## config.mk

```make
export PLATFORM = sky130hd
export DESIGN_NAME = arm_code_emitter_flat
export DESIGN_NICKNAME = d
export VERILOG_FILES = /design/src/rtl/arm_code_emitter_if.sv /design/src/rtl/arm_code_emitter.sv /design/src/flat_wrapper.sv
export SDC_FILE = /design/constraint.sdc
export NUM_CORES = 1
export LEC_CHECK = 0
export ABC_AREA = 1
export CORE_AREA = 2 2 141 143
export CTS_CLUSTER_SIZE = 24
export DETAILED_ROUTE_END_ITERATION = 6
export DIE_AREA = 0 0 143 145
export PLACE_DENSITY_LB_ADDON = 0.15
export REMOVE_ABC_BUFFERS = 1
export SLEW_MARGIN = 20
export SYNTH_ARGS = -nofsm -noshare
export SYNTH_HDL_FRONTEND = slang
export SYNTH_SLANG_ARGS = --single-unit
export TNS_END_PERCENT = 5
```

## constraint.sdc

```tcl
create_clock -name clk -period 3.3 [get_ports clk]
set_input_delay 0.495 -clock clk [delete_from_list [all_inputs] [get_ports clk]]
set_output_delay 0.495 -clock clk [all_outputs]
set_load 0.02 [all_outputs]
```

## src/rtl/arm_code_emitter_if.sv

```systemverilog
`default_nettype none
// +----------------------------------------------------------------------+
// | Module   : arm_code_emitter_if                                        |
// | Purpose  : Bundles the producer handshake, base-address load, code    |
// |            memory write port and status signals of the emitter.       |
// | Ports    : start/data/ready     - instruction word handshake          |
// |            base_load/base_addr  - write pointer load                  |
// |            mem_we/mem_addr/mem_wdata/mem_ack - code memory write      |
// |            empty/word_count/overflow - status                         |
// |            modport master: environment side, modport slave: emitter   |
// | Revision : 1.0 - initial release                                      |
// +----------------------------------------------------------------------+
interface arm_code_emitter_if #(
   parameter int DATA_WIDTH = 32,
   parameter int ADDR_WIDTH = 16
);
   logic                  start;
   logic [DATA_WIDTH-1:0] data;
   logic                  ready;
   logic                  base_load;
   logic [ADDR_WIDTH-1:0] base_addr;
   logic                  mem_we;
   logic [ADDR_WIDTH-1:0] mem_addr;
   logic [DATA_WIDTH-1:0] mem_wdata;
   logic                  mem_ack;
   logic                  empty;
   logic [ADDR_WIDTH-1:0] word_count;
   logic                  overflow;

   modport master (
      output start, data, base_load, base_addr, mem_ack,
      input  ready, mem_we, mem_addr, mem_wdata, empty, word_count, overflow
   );

   modport slave (
      input  start, data, base_load, base_addr, mem_ack,
      output ready, mem_we, mem_addr, mem_wdata, empty, word_count, overflow
   );
endinterface
`default_nettype wire

```

## src/rtl/arm_code_emitter.sv

```systemverilog
`default_nettype none
// +----------------------------------------------------------------------+
// | Module   : arm_code_emitter                                           |
// | Purpose  : Buffers translated ARM instruction words in a small FIFO   |
// |            and writes them in order to consecutive word addresses of  |
// |            the output code memory, starting at a loadable base.       |
// | Ports    : clk   - clock, all state changes on rising edge            |
// |            reset - synchronous, active-low                            |
// |            bus   - arm_code_emitter_if.slave (handshake, memory       |
// |                    write port, base load and status)                  |
// | Revision : 1.0 - initial release                                      |
// +----------------------------------------------------------------------+
module arm_code_emitter #(
   parameter int DATA_WIDTH = 32,
   parameter int ADDR_WIDTH = 16,
   parameter int DEPTH      = 4
) (
   input  wire logic          clk,
   input  wire logic          reset,
   arm_code_emitter_if.slave  bus
);

   localparam int PTR_W = $clog2(DEPTH);
   localparam int OCC_W = PTR_W + 1;

   localparam logic [0:0] S_IDLE = 1'b0;
   localparam logic [0:0] S_REQ  = 1'b1;

   logic [DATA_WIDTH-1:0] fifo_q [DEPTH];
   logic [PTR_W-1:0]      wr_ptr_q, wr_ptr_d;
   logic [PTR_W-1:0]      rd_ptr_q, rd_ptr_d;
   logic [OCC_W-1:0]      occ_q, occ_d;
   logic [0:0]            state_q, state_d;
   logic [ADDR_WIDTH-1:0] addr_q, addr_d;
   logic [ADDR_WIDTH-1:0] count_q, count_d;
   logic                  overflow_q, overflow_d;

   logic                  ready_w;
   logic                  push_w;
   logic                  pop_w;
   logic                  base_ok_w;

   assign ready_w   = (occ_q != OCC_W'(DEPTH));
   assign push_w    = bus.start & ready_w;
   // mem_ack is only meaningful while a write is being requested
   assign pop_w     = (state_q == S_REQ) & bus.mem_ack;
   assign base_ok_w = bus.base_load & (state_q == S_IDLE) & (occ_q == '0);

   always_comb begin
      wr_ptr_d   = wr_ptr_q;
      rd_ptr_d   = rd_ptr_q;
      occ_d      = occ_q + OCC_W'(push_w) - OCC_W'(pop_w);
      state_d    = state_q;
      addr_d     = addr_q;
      count_d    = count_q;
      overflow_d = overflow_q | (bus.start & ~ready_w);

      if (push_w) begin
         wr_ptr_d = wr_ptr_q + 1'b1;
      end

      if (pop_w) begin
         rd_ptr_d = rd_ptr_q + 1'b1;
         addr_d   = addr_q + ADDR_WIDTH'(4);
         count_d  = count_q + ADDR_WIDTH'(1);
      end

      // Low two address bits forced to zero to keep writes word-aligned
      if (base_ok_w) begin
         addr_d  = bus.base_addr & ~ADDR_WIDTH'(3);
         count_d = '0;
      end

      case (state_q)
         S_IDLE: begin
            if (occ_q != '0) begin
               state_d = S_REQ;
            end
         end
         S_REQ: begin
            // occ_d already includes a push landing on the popping edge,
            // so streaming continues without an IDLE bubble
            if (pop_w && (occ_d == '0)) begin
               state_d = S_IDLE;
            end
         end
         default: state_d = S_IDLE;
      endcase
   end

   always_ff @(posedge clk) begin
      if (!reset) begin
         wr_ptr_q   <= '0;
         rd_ptr_q   <= '0;
         occ_q      <= '0;
         state_q    <= S_IDLE;
         addr_q     <= '0;
         count_q    <= '0;
         overflow_q <= 1'b0;
      end else begin
         wr_ptr_q   <= wr_ptr_d;
         rd_ptr_q   <= rd_ptr_d;
         occ_q      <= occ_d;
         state_q    <= state_d;
         addr_q     <= addr_d;
         count_q    <= count_d;
         overflow_q <= overflow_d;
      end
   end

   // Storage needs no reset: occupancy alone decides which entries are live
   always_ff @(posedge clk) begin
      if (push_w) begin
         fifo_q[wr_ptr_q] <= bus.data;
      end
   end

   assign bus.ready      = ready_w;
   assign bus.mem_we     = (state_q == S_REQ);
   assign bus.mem_addr   = addr_q;
   assign bus.mem_wdata  = fifo_q[rd_ptr_q];
   assign bus.empty      = (occ_q == '0) && (state_q == S_IDLE);
   assign bus.word_count = count_q;
   assign bus.overflow   = overflow_q;

endmodule
`default_nettype wire

```

## src/flat_wrapper.sv

```systemverilog
// flat-port wrapper written by rule: the top's interface ports become plain ports
module arm_code_emitter_flat 
#(
   parameter int DATA_WIDTH = 32,
   parameter int ADDR_WIDTH = 16,
   parameter int DEPTH      = 4
)
  (clk, reset, bus_start, bus_data, bus_base_load, bus_base_addr, bus_mem_ack, bus_ready, bus_mem_we, bus_mem_addr, bus_mem_wdata, bus_empty, bus_word_count, bus_overflow);
  arm_code_emitter_if #(.DATA_WIDTH(DATA_WIDTH), .ADDR_WIDTH(ADDR_WIDTH)) bus_i ();
  input  wire logic clk;
  input  wire logic reset;
  input wire logic [$bits(bus_i.start)-1:0] bus_start;
  input wire logic [$bits(bus_i.data)-1:0] bus_data;
  input wire logic [$bits(bus_i.base_load)-1:0] bus_base_load;
  input wire logic [$bits(bus_i.base_addr)-1:0] bus_base_addr;
  input wire logic [$bits(bus_i.mem_ack)-1:0] bus_mem_ack;
  output wire logic [$bits(bus_i.ready)-1:0] bus_ready;
  output wire logic [$bits(bus_i.mem_we)-1:0] bus_mem_we;
  output wire logic [$bits(bus_i.mem_addr)-1:0] bus_mem_addr;
  output wire logic [$bits(bus_i.mem_wdata)-1:0] bus_mem_wdata;
  output wire logic [$bits(bus_i.empty)-1:0] bus_empty;
  output wire logic [$bits(bus_i.word_count)-1:0] bus_word_count;
  output wire logic [$bits(bus_i.overflow)-1:0] bus_overflow;
  assign bus_i.start = bus_start;
  assign bus_i.data = bus_data;
  assign bus_i.base_load = bus_base_load;
  assign bus_i.base_addr = bus_base_addr;
  assign bus_i.mem_ack = bus_mem_ack;
  assign bus_ready = bus_i.ready;
  assign bus_mem_we = bus_i.mem_we;
  assign bus_mem_addr = bus_i.mem_addr;
  assign bus_mem_wdata = bus_i.mem_wdata;
  assign bus_empty = bus_i.empty;
  assign bus_word_count = bus_i.word_count;
  assign bus_overflow = bus_i.overflow;
  arm_code_emitter #(.DATA_WIDTH(DATA_WIDTH), .ADDR_WIDTH(ADDR_WIDTH), .DEPTH(DEPTH)) u_core (.clk(clk), .reset(reset), .bus(bus_i));
endmodule
```

Word-level counts from Yosys, hierarchy flattened --
Memories as Yosys holds them, arrays and structs flattened. A register that Yosys moved wholly into a read port is not among the register bits. Cells that the tools add are included.
Word-level totals: register bits 41, bits in latches 0, memory bits (writable) 128, ROM bits 0, output and inout bits 68, word-level logic and storage cells 41, memories kept 1
Operators by class: add/subtract/negate cells 6, multiply operators 0, divide/modulo/power cells 0, order comparisons 0, eq/ne operators 1, shifts and indexed selects 0, mux-type cells 9, bitwise logic cells 9, reductions and logical operators 7
Memory list:
- u_core.fifo_q | depth 4, bits a word 32, read ports 1, clocked after Yosys merged registers in 1, write ports 1, RTL line arm_code_emitter.sv:29 | logic [DATA_WIDTH-1:0] fifo_q [DEPTH];
Operators by type and width (count):
- $mux W16 | 2
- $add A16 B1 Y16 const B | 1
- $add A16 B3 Y16 const B | 1
- $logic_not A3 Y1 | 2
- $and A1 B1 Y1 | 5
- $add A2 B1 Y2 const B | 2
- $mux W1 | 4
- $mux W2 | 2
- $add A3 B1 Y3 | 1
- $ne A3 B3 Y1 const B | 1
- $not A1 Y1 | 3
- $reduce_bool A3 Y1 | 1
- $sub A3 B1 Y3 | 1
- $logic_and A1 B1 Y1 | 2
- $pmux W1 S2 | 1
- $reduce_bool A2 Y1 | 1
- $reduce_or A2 Y1 | 1
- $or A1 B1 Y1 | 1

Depth between registers and ports, before layout --
depth in word-level cells 8, gate-level depth with buffers 12, depth with buffers taken out 11

Worst setup path after synthesis --
OpenSTA, ideal clock, no wires.
kind flip-flop to flip-flop, from reg u_core.occ_q[1], to mem u_core.fifo_q[0][0] (enable), library setup time 0.421 ns, data arrival time 2.227 ns, required time 2.879 ns, setup slack 0.652 ns, cell stages (with the launch flop) 5, path through dfxtp_1 > nor2_4 > nand2_1 > nand2_1 > nor2_1
Between the ends: word-level cells in the longest chain between the ends 4
RTL lines:
- start, declared | RTL line arm_code_emitter.sv:32 | logic [OCC_W-1:0] occ_q, occ_d;
- start signal, assigned | RTL line arm_code_emitter.sv:95 | occ_q <= '0;
- start signal, assigned | RTL line arm_code_emitter.sv:103 | occ_q <= occ_d;
- $ne A3 B3 Y1 | RTL line arm_code_emitter.sv:43 | assign ready_w = (occ_q != OCC_W'(DEPTH));
- net bus_ready | RTL line flat_wrapper.sv:17 | output wire logic [$bits(bus_i.ready)-1:0] bus_ready;
- $and A1 B1 Y1 | RTL line arm_code_emitter.sv:44 | assign push_w = bus.start & ready_w;
- $mux W1 | RTL line arm_code_emitter.sv:113 | if (push_w) begin
- $mux W1 (implied by the code) | RTL line arm_code_emitter.sv:114 | fifo_q[wr_ptr_q] <= bus.data;
- end, declared | RTL line arm_code_emitter.sv:29
The timed path passes the listed nets, and every way through them passes these cells.

==> flow_metrics.env <==
export IMPL_num_vias=5003
export IMPL_crit_required_ns=2.80
export IMPL_powerDensity_nw_per_um2=689
export IMPL_r2r_start="u_core.occ_q[1]"
export IMPL_row_count=51
export IMPL_ys_seq_elements=169
export IMPL_status="finished clean"
export IMPL_place_congestion=0.790
export IMPL_synthArstFlopShare=0
export IMPL_cts_sinks=169
export IMPL_r2r_setup_slack_ns=1.16
export IMPL_holdPathEnd="u_core.bus.overflow"
export IMPL_dieArea_sq_um=20700
export IMPL_whs_path_depth=2
export IMPL_maxSlewViolCount=0
export IMPL_met1Wirelength_mm=7.21
export IMPL_syn_area_sq_um=6990
export IMPL_drive_gt1_frac=0.0764
export IMPL_worstPathMaxFanout=64
export IMPL_grt_pass1_wl_mm=25.3
export IMPL_dp_cells=1018
export IMPL_synth_top_area_frac=0.550
export IMPL_cts_root_buffer="clkbuf_16"
export IMPL_hold_slack_ns=0.459
export IMPL_drcViolationCount=0
export IMPL_cts_buffers=17
export IMPL_finalHoldViolations=0
export IMPL_ir_worst_vdd_uv=524
export IMPL_layout_common_cells="edfxtp_1, clkdlybuf4s50_1, nand2_1"
export IMPL_max_clock_freq_mhz=349
export IMPL_drv_cap=0
export IMPL_wl_per_cell_um=15.1
export IMPL_grt_pass1_vias=4964
export IMPL_first_iter_violations=261
export IMPL_grt_max_degree=65
export IMPL_cts_tree="done"
export IMPL_ant_nets=0
export IMPL_vias_per_cell=4.76
export IMPL_worstMarginPinSlew_ns=0.652
export IMPL_min_delay_path_class="reg -> reg"
export IMPL_start_util=0.364
export IMPL_synth_edff_count=128
export IMPL_min_period_ns=2.86
export IMPL_die_x_um=143
export IMPL_routed_wl_mm=15.8
export IMPL_arrival_ns=2.37
export IMPL_dp_final_hpwl_mm=9.77
export IMPL_area_growth_pct=29.6
export IMPL_cts_hold_buffers=0
export IMPL_cts_setup_buffers=0
export IMPL_cts_buffer_depth=2
export IMPL_rr_endpoint="u_core.bus.mem_we"
export IMPL_max_slew_margin=0.565
export IMPL_dr_pass1_iters=7
export IMPL_pin_count=121
export IMPL_antenna_found_initial=1
export IMPL_coreArea_sq_um=19200
export IMPL_ys_top_cells_by_area="edfxtp_1, dfxtp_1, o21ai_0"
export IMPL_ys_warnings_count=0
export IMPL_cts_clk_slew_worst_paths_ns=0.06
export IMPL_synthCells=651
export IMPL_rr_worst_depth=11
export IMPL_cts_htree_levels=4
export IMPL_insertion_delay_ns=0.42
export IMPL_yosysSeqAreaShare=0.667
export IMPL_dr_wl_met3_um=813
export IMPL_end_kind="primary output"
export IMPL_yosysTopAreaCell="edfxtp_1"
export IMPL_final_period_utilization=0.867
export IMPL_min_delay_start="u_core.bus.overflow"
export IMPL_synth_ff_type="edfxtp_1"
export IMPL_worstSetupStartpointType="flip-flop"
export IMPL_rsz0062_at_grt="false"
export IMPL_dr_max_layer_used="met4"
export IMPL_syn_avg_cell_area_sq_um=10.7
export IMPL_portBuffers=116
export IMPL_track_usage=0.158
export IMPL_cts_resized=0
export IMPL_critPathKind="reg -> out"
export IMPL_fin_nets=834
export IMPL_finalSetupViolations=0
export IMPL_synth_cell_types=35
export IMPL_dr_wl_met2_mm=7.67
export IMPL_stdcell_count=1051
export IMPL_clock_skew_ns=0.00676
export IMPL_p_leak_uw=0.00314
export IMPL_layout_commonest_cell="edfxtp_1"
export IMPL_grt_overflow=0
export IMPL_fp_dieH_um=145
-- stage by stage --
stage | setup TNS, ns | setup WS [ns] | util | total power, uW | cell area, sq um
2_1_floorplan | -7.64 | -0.239 | - | 3640 | 6860
3_3_place_gp | 0 | 0.786 | 0.443 | 4410 | 8500
3_5_place_dp | 0 | 0.743 | 0.443 | 4450 | 8500
4_1_cts | 0 | 0.312 | 0.472 | 6330 | 9060
5_1_grt | 0 | 0.188 | 0.472 | 6600 | 9060
6_report | 0 | 0.438 | 0.472 | 6240 | 9060
-- cell type report --
| cell class | instances | area, sq um |
|---|---|---|
| Antenna cell | 1 | 2.50 |
| Clock buffer | 19 | 433 |
| Clock inverter | 13 | 121 |
| Fill cell | 1783 | 10100 |
| Inverter | 53 | 199 |
| Multi-Input combinational cell | 402 | 2020 |
| Sequential cell | 169 | 4670 |
| Tap cell | 265 | 332 |
| Timing Repair Buffer | 129 | 1280 |
-- critical path: stages (launching register included) --
cell and delay [ns]:
dfxtp_2 0.33, buf_4 0.52, o21ai_0 0.19, o22ai_1 0.25
clkdlybuf4s50_1 0.65
-- cell usage after synthesis, types with 3 or more instances --
library cell / instances
a21oi_1: 26
a31oi_1: 3
buf_2: 5
buf_4: 3
clkbuf_1: 16
dfxtp_1: 41
edfxtp_1: 128
ha_1: 8
inv_1: 52
nand2_1: 95
nand3_1: 22
nand4_1: 5
nor2_1: 98
nor2_2: 3
nor2_4: 4
nor3_1: 6
o21ai_0: 75
o22ai_1: 32
xor2_1: 7
-- kinds of logic (layout without fill, tap and decap cells) --
logic type | after synthesis | count (layout) | share of synthesized area
simple gates | 244 | 244 | 0.150
flops | 169 | 169 | 0.667
compound gates | 139 | 139 | 0.107
buf+inv | 81 | 214 | 0.0482
fa+ha+maj | 9 | 9 | 0.0172
xor+xnor | 8 | 8 | 0.0100
other cells | 1 | 3 | 0.000537
-- worst max-delay path by stage --
| stage | from | endpoint | slack (ns) | depth (start not counted) |
|---|---|---|---|---|
| after floorplan | flip-flop | bus_mem_wdata[0] | -0.24 | 3 |
| after global placement | bus_start | u_core.bus.mem_we | 0.79 | 10 |
| after detailed placement | bus_start | u_core.bus.mem_we | 0.74 | 10 |
| after CTS | flip-flop | bus_mem_wdata[11] | 0.31 | 4 |
| after global routing | flip-flop | bus_mem_wdata[11] | 0.19 | 4 |
| final | flip-flop | bus_mem_wdata[11] | 0.44 | 4 |
-- power by group --
part	internal, uW	switching (uW)	total [uW]	leakage (uW)
Clock	1050	803	1850	0.000265
Sequential	2540	136	2680	0.00151
Combinational	684	1030	1710	0.00136
Total	4270	1970	6240	0.00314
-- state kept, by name (all words and copies together) (netlist names), named ones only --
name	cells
u_core.wr_ptr_q	2
u_core.bus.mem_addr	14
u_core.occ_q	3
u_core.fifo_q	128
u_core.bus.word_count	16
u_core.rd_ptr_q	2
u_core.bus.mem_we	1
u_core.bus.overflow	1
-- metal layers --
metal,vias to the layer above,global-route usage
li1,2494,-
met1,2374,0.201
met3,11,0.0479
met4,0,0.0401
met5,-,0
met2,124,0.264
Power figures use the tool's default switching activity.
